## src/rtl/ysyx_23060184_wbu.sv

```systemverilog
// Writeback unit: a 2-entry FIFO between the LSU and the register file.
// Each popped entry produces one registered register-file write and one
// commit pulse. The unit halts permanently after committing an ebreak.
//
// Ports:
//   clk, reset               clock, synchronous active-high reset
//   in_valid / in_ready      upstream handshake (in_ready = count < 2)
//   in_rd, in_rd_wen         destination register and write enable
//   in_wbsel                 00 ALU, 01 LOAD, 10 PC+4, 11 CSR
//   in_alu/pc/csr/ldata      candidate result sources
//   in_lfunct3, in_laddr_lo  load size/sign and byte offset
//   in_ebreak                entry is an ebreak
//   wb_hold                  stall popping
//   rf_*                     register-file write port (registered)
//   commit_valid/commit_pc   retirement pulse and PC (registered)
//   halt, retire_cnt         sticky halt flag, retired-instruction counter
module ysyx_23060184_wbu #(
    parameter int unsigned DATA_WIDTH = 32,
    parameter int unsigned ADDR_WIDTH = 5
) (
    input  logic                  clk,
    input  logic                  reset,
    input  logic                  in_valid,
    output logic                  in_ready,
    input  logic [ADDR_WIDTH-1:0] in_rd,
    input  logic                  in_rd_wen,
    input  logic [1:0]            in_wbsel,
    input  logic [DATA_WIDTH-1:0] in_alu,
    input  logic [DATA_WIDTH-1:0] in_pc,
    input  logic [DATA_WIDTH-1:0] in_csr,
    input  logic [DATA_WIDTH-1:0] in_ldata,
    input  logic [2:0]            in_lfunct3,
    input  logic [1:0]            in_laddr_lo,
    input  logic                  in_ebreak,
    input  logic                  wb_hold,
    output logic                  rf_wen,
    output logic [ADDR_WIDTH-1:0] rf_waddr,
    output logic [DATA_WIDTH-1:0] rf_wdata,
    output logic                  rf_wvalid,
    output logic                  commit_valid,
    output logic [DATA_WIDTH-1:0] commit_pc,
    output logic                  halt,
    output logic [31:0]           retire_cnt
);

    localparam int unsigned DEPTH = 2;
    localparam int unsigned CNT_W = 2;

    // Entries store the already-selected writeback value, not the raw sources.
    typedef struct packed {
        logic [ADDR_WIDTH-1:0] rd;
        logic                  rd_wen;
        logic [DATA_WIDTH-1:0] wdata;
        logic [DATA_WIDTH-1:0] pc;
        logic                  ebreak;
    } entry_t;

    entry_t          mem_q [DEPTH];
    entry_t          mem_d [DEPTH];
    logic            wr_ptr_q, wr_ptr_d;
    logic            rd_ptr_q, rd_ptr_d;
    logic [CNT_W-1:0] count_q, count_d;
    logic            halt_q, halt_d;
    logic [31:0]     retire_cnt_q, retire_cnt_d;
    logic            rf_wen_q, rf_wen_d;
    logic [ADDR_WIDTH-1:0] rf_waddr_q, rf_waddr_d;
    logic [DATA_WIDTH-1:0] rf_wdata_q, rf_wdata_d;
    logic            rf_wvalid_q, rf_wvalid_d;
    logic            commit_valid_q, commit_valid_d;
    logic [DATA_WIDTH-1:0] commit_pc_q, commit_pc_d;

    logic            push;
    logic            pop;
    logic [7:0]      ld_byte;
    logic [15:0]     ld_half;
    logic [DATA_WIDTH-1:0] load_ext;
    logic [DATA_WIDTH-1:0] wb_value;
    entry_t          new_entry;
    entry_t          head;

    assign in_ready = (count_q < CNT_W'(DEPTH));
    assign push     = in_valid && in_ready;
    assign pop      = (count_q != '0) && !wb_hold && !halt_q;

    // Load extraction; halfword select ignores address bit 0.
    always_comb begin : load_extend
        ld_byte  = in_ldata[{in_laddr_lo, 3'b000} +: 8];
        ld_half  = in_ldata[{in_laddr_lo[1], 4'b0000} +: 16];
        load_ext = in_ldata;
        case (in_lfunct3)
            3'b000:  load_ext = {{(DATA_WIDTH-8){ld_byte[7]}}, ld_byte};
            3'b100:  load_ext = {{(DATA_WIDTH-8){1'b0}}, ld_byte};
            3'b001:  load_ext = {{(DATA_WIDTH-16){ld_half[15]}}, ld_half};
            3'b101:  load_ext = {{(DATA_WIDTH-16){1'b0}}, ld_half};
            default: load_ext = in_ldata;
        endcase
    end

    // Writeback source select.
    always_comb begin : wb_select
        wb_value = in_alu;
        case (in_wbsel)
            2'b00:   wb_value = in_alu;
            2'b01:   wb_value = load_ext;
            2'b10:   wb_value = in_pc + DATA_WIDTH'(4);
            default: wb_value = in_csr;
        endcase
        new_entry.rd     = in_rd;
        new_entry.rd_wen = in_rd_wen;
        new_entry.wdata  = wb_value;
        new_entry.pc     = in_pc;
        new_entry.ebreak = in_ebreak;
    end

    // FIFO bookkeeping and registered write/commit outputs.
    always_comb begin : next_state
        mem_d          = mem_q;
        wr_ptr_d       = wr_ptr_q;
        rd_ptr_d       = rd_ptr_q;
        halt_d         = halt_q;
        retire_cnt_d   = retire_cnt_q;
        rf_wvalid_d    = 1'b0;
        rf_wen_d       = 1'b0;
        rf_waddr_d     = rf_waddr_q;
        rf_wdata_d     = rf_wdata_q;
        commit_valid_d = 1'b0;
        commit_pc_d    = commit_pc_q;
        head           = mem_q[rd_ptr_q];

        if (push) begin
            mem_d[wr_ptr_q] = new_entry;
            wr_ptr_d        = ~wr_ptr_q;
        end

        if (pop) begin
            rd_ptr_d       = ~rd_ptr_q;
            rf_wvalid_d    = 1'b1;
            rf_wen_d       = head.rd_wen && (head.rd != '0);
            rf_waddr_d     = head.rd;
            rf_wdata_d     = head.wdata;
            commit_valid_d = 1'b1;
            commit_pc_d    = head.pc;
            retire_cnt_d   = retire_cnt_q + 32'd1;
            if (head.ebreak) begin
                halt_d = 1'b1;
            end
        end

        count_d = count_q + CNT_W'(push) - CNT_W'(pop);
    end

    // Control and output registers; reset discards buffered entries.
    always_ff @(posedge clk) begin : state_regs
        if (reset) begin
            wr_ptr_q       <= 1'b0;
            rd_ptr_q       <= 1'b0;
            count_q        <= '0;
            halt_q         <= 1'b0;
            retire_cnt_q   <= '0;
            rf_wen_q       <= 1'b0;
            rf_waddr_q     <= '0;
            rf_wdata_q     <= '0;
            rf_wvalid_q    <= 1'b0;
            commit_valid_q <= 1'b0;
            commit_pc_q    <= '0;
        end else begin
            wr_ptr_q       <= wr_ptr_d;
            rd_ptr_q       <= rd_ptr_d;
            count_q        <= count_d;
            halt_q         <= halt_d;
            retire_cnt_q   <= retire_cnt_d;
            rf_wen_q       <= rf_wen_d;
            rf_waddr_q     <= rf_waddr_d;
            rf_wdata_q     <= rf_wdata_d;
            rf_wvalid_q    <= rf_wvalid_d;
            commit_valid_q <= commit_valid_d;
            commit_pc_q    <= commit_pc_d;
        end
    end

    // Payload storage needs no reset; occupancy is tracked by count_q.
    always_ff @(posedge clk) begin : payload_regs
        for (int i = 0; i < int'(DEPTH); i++) begin
            mem_q[i] <= mem_d[i];
        end
    end

    assign rf_wen       = rf_wen_q;
    assign rf_waddr     = rf_waddr_q;
    assign rf_wdata     = rf_wdata_q;
    assign rf_wvalid    = rf_wvalid_q;
    assign commit_valid = commit_valid_q;
    assign commit_pc    = commit_pc_q;
    assign halt         = halt_q;
    assign retire_cnt   = retire_cnt_q;

endmodule

```

## config.mk

```make
export PLATFORM = sky130hd
export DESIGN_NAME = ysyx_23060184_wbu
export DESIGN_NICKNAME = d
export VERILOG_FILES = /design/src/rtl/ysyx_23060184_wbu.sv
export SDC_FILE = /design/constraint.sdc
export NUM_CORES = 1
export LEC_CHECK = 0
export BUFFER_PORTS_ARGS = -buffer_cell sky130_fd_sc_hd__buf_2
export CAP_MARGIN = 20
export CORE_MARGIN = 2
export CORE_UTILIZATION = 45
export CTS_CLUSTER_DIAMETER = 80
export DETAILED_ROUTE_END_ITERATION = 12
export PLACE_DENSITY = 0.81
export SYNTH_ARGS = -nofsm -noshare
export SYNTH_HDL_FRONTEND = slang
export SYNTH_SLANG_ARGS = --single-unit
export TNS_END_PERCENT = 20
```

## constraint.sdc

```tcl
create_clock -name clk -period 4.2 [get_ports clk]
set_input_delay 0.21 -clock clk [delete_from_list [all_inputs] [get_ports clk]]
set_output_delay 0.21 -clock clk [all_outputs]
set_load 0.01 [all_outputs]
```

==> flow_metrics.py <==
metrics = {
    "outcome": {
        "status": "finished, final reports clean",
    },
    "floorplanning": {
        "num_rows": 57,
        "core-area_um2": 24400,
        "initial_core_util": 0.460,
        "die_width_um": 162,
        "io-pin-count": 252,
        "die_y_um": 162,
        "dieArea_um2": 26200,
    },
    "synth": {
        "synth_cell_types": 68,
        "synth_fa_ha_area_frac": 0.00446,
        "synth-seq-cells": 250,
        "ys.flop_type": "edfxtp_1",
        "synth.yosys.seq_area_share": 0.573,
        "synth_compound_area_frac": 0.142,
        "avgSynthCellArea_um2": 11.0,
        "synth-edff-count": 142,
        "synth_area_um2": 11200,
        "synth_top_family_by_area": "compound AO/OA/AOI/OAI gates",
        "synth_area_leaders": "edfxtp_1 (38%), dfxtp_1 (19%), mux2i_1 (7.5%), a211oi_1 (5.0%), nor2_1 (3.8%)",
        "syn-num-nets": 1166,
        "async_reset_ff_frac": 0,
        "synth_top_area_share": 0.380,
        "synthSimpleGateAreaFrac": 0.142,
        "synthXorXnorAreaFrac": 0.0250,
        "synthMuxAreaShare": 0.0830,
        "synthCells": 1016,
        "yosys_warnings": 0,
        "yosysTopAreaCell": "edfxtp_1",
    },
    "power_and_ir_drop": {
        "p_leak_nw": 5.25,
        "irDropWorstVdd_v": 0.000336,
        "p_total_mw": 7.49,
        "p_clk_frac": 0.320,
        "pwr-share-seq": 0.455,
        "power.density_nw_per_um2": 535,
        "p_switching_mw": 2.26,
        "p_int_mw": 5.23,
        "p_comb_frac": 0.225,
        "sw_frac_of_total": 0.301,
    },
    "timing": {
        "setup_violations": 0,
        "worst_slew_pin_slew_ps": 1070,
        "fin_ws_ps": 1630,
        "hold_viol": 0,
        "rsz0062_at_grt": "no",
        "slew_headroom": 0.285,
        "fin_tns_setup_ps": 0,
        "min_period_ps": 2570,
        "fin_crit_sh": 0.611,
        "fin_skew_ps": 28.3,
        "maxSlewViolCount": 0,
        "max_freq_ghz": 0.390,
    },
    "grt": {
        "grt-ovfl-total": 0,
        "grt_pass1_vias": 9120,
        "grt_pass1_wl_um": 51900,
        "grt_max_degree": 102,
        "grt_usage": 0.254,
        "antenna_found_initial": 12,
    },
    "cts": {
        "path_clk_slew_ps": 60,
        "post_cts_buffers": 0,
        "cts_root_buf": "clkbuf_16",
        "cts_tree": "done",
        "cts_inserted_buffers": 27,
        "cts_max_level": 1,
        "insertion_delay_ps": 560,
        "clockBufferDepth": 3,
        "clock-sinks": 250,
    },
    "placement": {
        "io_buffer_count": 251,
        "post-place-ws_ps": 1440,
        "dp_hpwl_um": 24100,
        "gp_congestion": 0.967,
    },
    "cells_and_area": {
        "post-route-util": 0.573,
        "area_growth_syn_to_layout_pct": 24.6,
        "nets": 1424,
        "drive_above_1_share": 0.248,
    },
    "hold_path": {
        "hold_class": "input pin to flip-flop",
    },
    "drt": {
        "firstDrtPassIters": 5,
        "drc": 0,
        "drt-total-wl_um": 34400,
        "vias": 9547,
        "wire_per_inst_um": 21.1,
        "drt-initial-drc-count": 1141,
        "drtAntennaViolNets": 0,
        "viasPerCell": 5.86,
    },
    "setup_path": {
        "worstSetupPathType": "input pin to flip-flop",
        "cp.arrival_ps": 2960,
        "crit_fanout": 7,
        "crit_required_ps": 4600,
        "cp-start-kind": "input pin",
        "reg2reg_slack_ps": 1800,
        "cp-end-kind": "flip-flop",
    },
    "job": {
        "maxCapViolations": 0,
    },
}
-- cell usage after synthesis (all sizes together), types with 2 or more instances --
cell,n
o221a,2
o221ai,3
or2,2
buf,17
a32oi,2
nor2b,4
ha,4
clkbuf,51
and3,22
a22o,2
a211oi,75
and4,6
nand2,64
or4,11
o2bb2ai,4
edfxtp,142
mux2i,84
or3,15
a21o,3
mux4,3
nand4,27
o22ai,15
mux2,2
xnor2,12
dfxtp,108
a31oi,10
and2,5
nor2,114
nand2b,7
nand3,25
o211ai,7
o22a,4
a211o,4
inv,10
a21oi,43
o31ai,7
nor3b,2
xor2,20
o21ai,42
nor4,7
nor3,11
a22oi,4
-- kinds of logic (layout without fill, tap and decap cells) --
group | Yosys count | count (layout)
buffers and inverters | 79 | 358
xor gates and xnor gates | 32 | 32
AOI/OAI and AO/OA | 239 | 239
other | 0 | 10
and+or+nand+nor | 323 | 323
DFF | 250 | 250
adders and majority gates | 4 | 4
muxes | 89 | 89
-- power by group through the flow --
stage                     sequential (mW)  combinational, mW  clock [mW]
after floorplan                      3.44              0.997           0
after global placement               3.43               1.61           0
after detailed placement             3.45               1.64           0
after CTS                            3.40               1.68        2.43
after global routing                 3.46               1.84        2.52
final                                3.40               1.69        2.40
-- routing by layer --
metal | GRT usage | part of all wire | vias to the layer above | wire length (um)
li1 | - | - | 4390 | -
met1 | 0.333 | 0.40 | 4521 | 13700
met2 | 0.417 | 0.47 | 548 | 16200
met3 | 0.0526 | 0.095 | 84 | 3280
met4 | 0.0973 | 0.036 | 4 | 1230
met5 | 0 | 0.00064 | - | 22
-- worst max-delay path: stages --
cell and delay (ps):
dlygate4sd3_1 520, buf_2 180, ha_1 260, nand4_1 200
or4_1 680, or4_1 460, a21oi_1 240, o22a_1 210
-- registers in the layout, summed over array words and instances (netlist names) --
name and count:
rf_wdata 32, count_q 2, rf_waddr 5, commit_pc 32, retire_cnt 32, halt 1, rf_wen 1, wr_ptr_q 1
mem_q 142, commit_valid 1, rd_ptr_q 1
-- final timing paths --
path                startpoint                     endpoint  cells after the start
max                   in_pc[2]         mem_q[130]$_DFFE_PP_                      8
min                  in_pc[15]          mem_q[16]$_DFFE_PP_                      1
max reg2reg  halt$_SDFFE_PP0P_  retire_cnt[31]$_SDFFE_PP0P_                      5
min reg2reg  halt$_SDFFE_PP0P_            halt$_SDFFE_PP0P_                      2
-- repair_timing --
action                                 CTS  global route
endpoints found under the hold margin   80             0
gates resized for setup                  0             0
hold buffers                            40             0
-- placed cells by master, fill, tap and decap left out, types with 6 or more instances in the layout --
cell type	count
buf_2	250
edfxtp_1	142
nor2_1	111
dfxtp_1	107
mux2i_1	84
a211oi_1	75
nand2_1	62
a21oi_1	43
o21ai_0	42
dlygate4sd3_1	40
nand4_1	27
clkbuf_16	27
nand3_1	24
and3_1	20
xor2_1	20
o22ai_1	15
or3_1	14
xnor2_1	12
or4_1	11
diode_2	10
nor3_1	10
a31oi_1	10
inv_1	9
nand2b_1	7
o211ai_1	7
o31ai_1	7
buf_4	7
and4_1	6
nor4_1	6
clkbuf_1	6
-- final cells by class --
type                            count  area [um^2]
Clock buffer                       36          739
Antenna cell                       10         25.0
Fill cell                        2101        10400
Multi-Input combinational cell    687         4470
Sequential cell                   250         6430
Inverter                           11         41.3
Tap cell                          324          405
Clock inverter                     14          168
Timing Repair Buffer              297         1700
-- through the flow --
step | instance area, um^2 | hold slack [ps] | instances
5_1_grt | 14000 | 20.4 | 1629
3_3_place_gp | 12600 | 402 | 1529
6_report | 14000 | 17.0 | 1629
4_1_cts | 14000 | 2.58 | 1619
3_5_place_dp | 12600 | 408 | 1529
2_1_floorplan | 11200 | 309 | 1016
No activity file was read; power rests on OpenSTA's default activity.
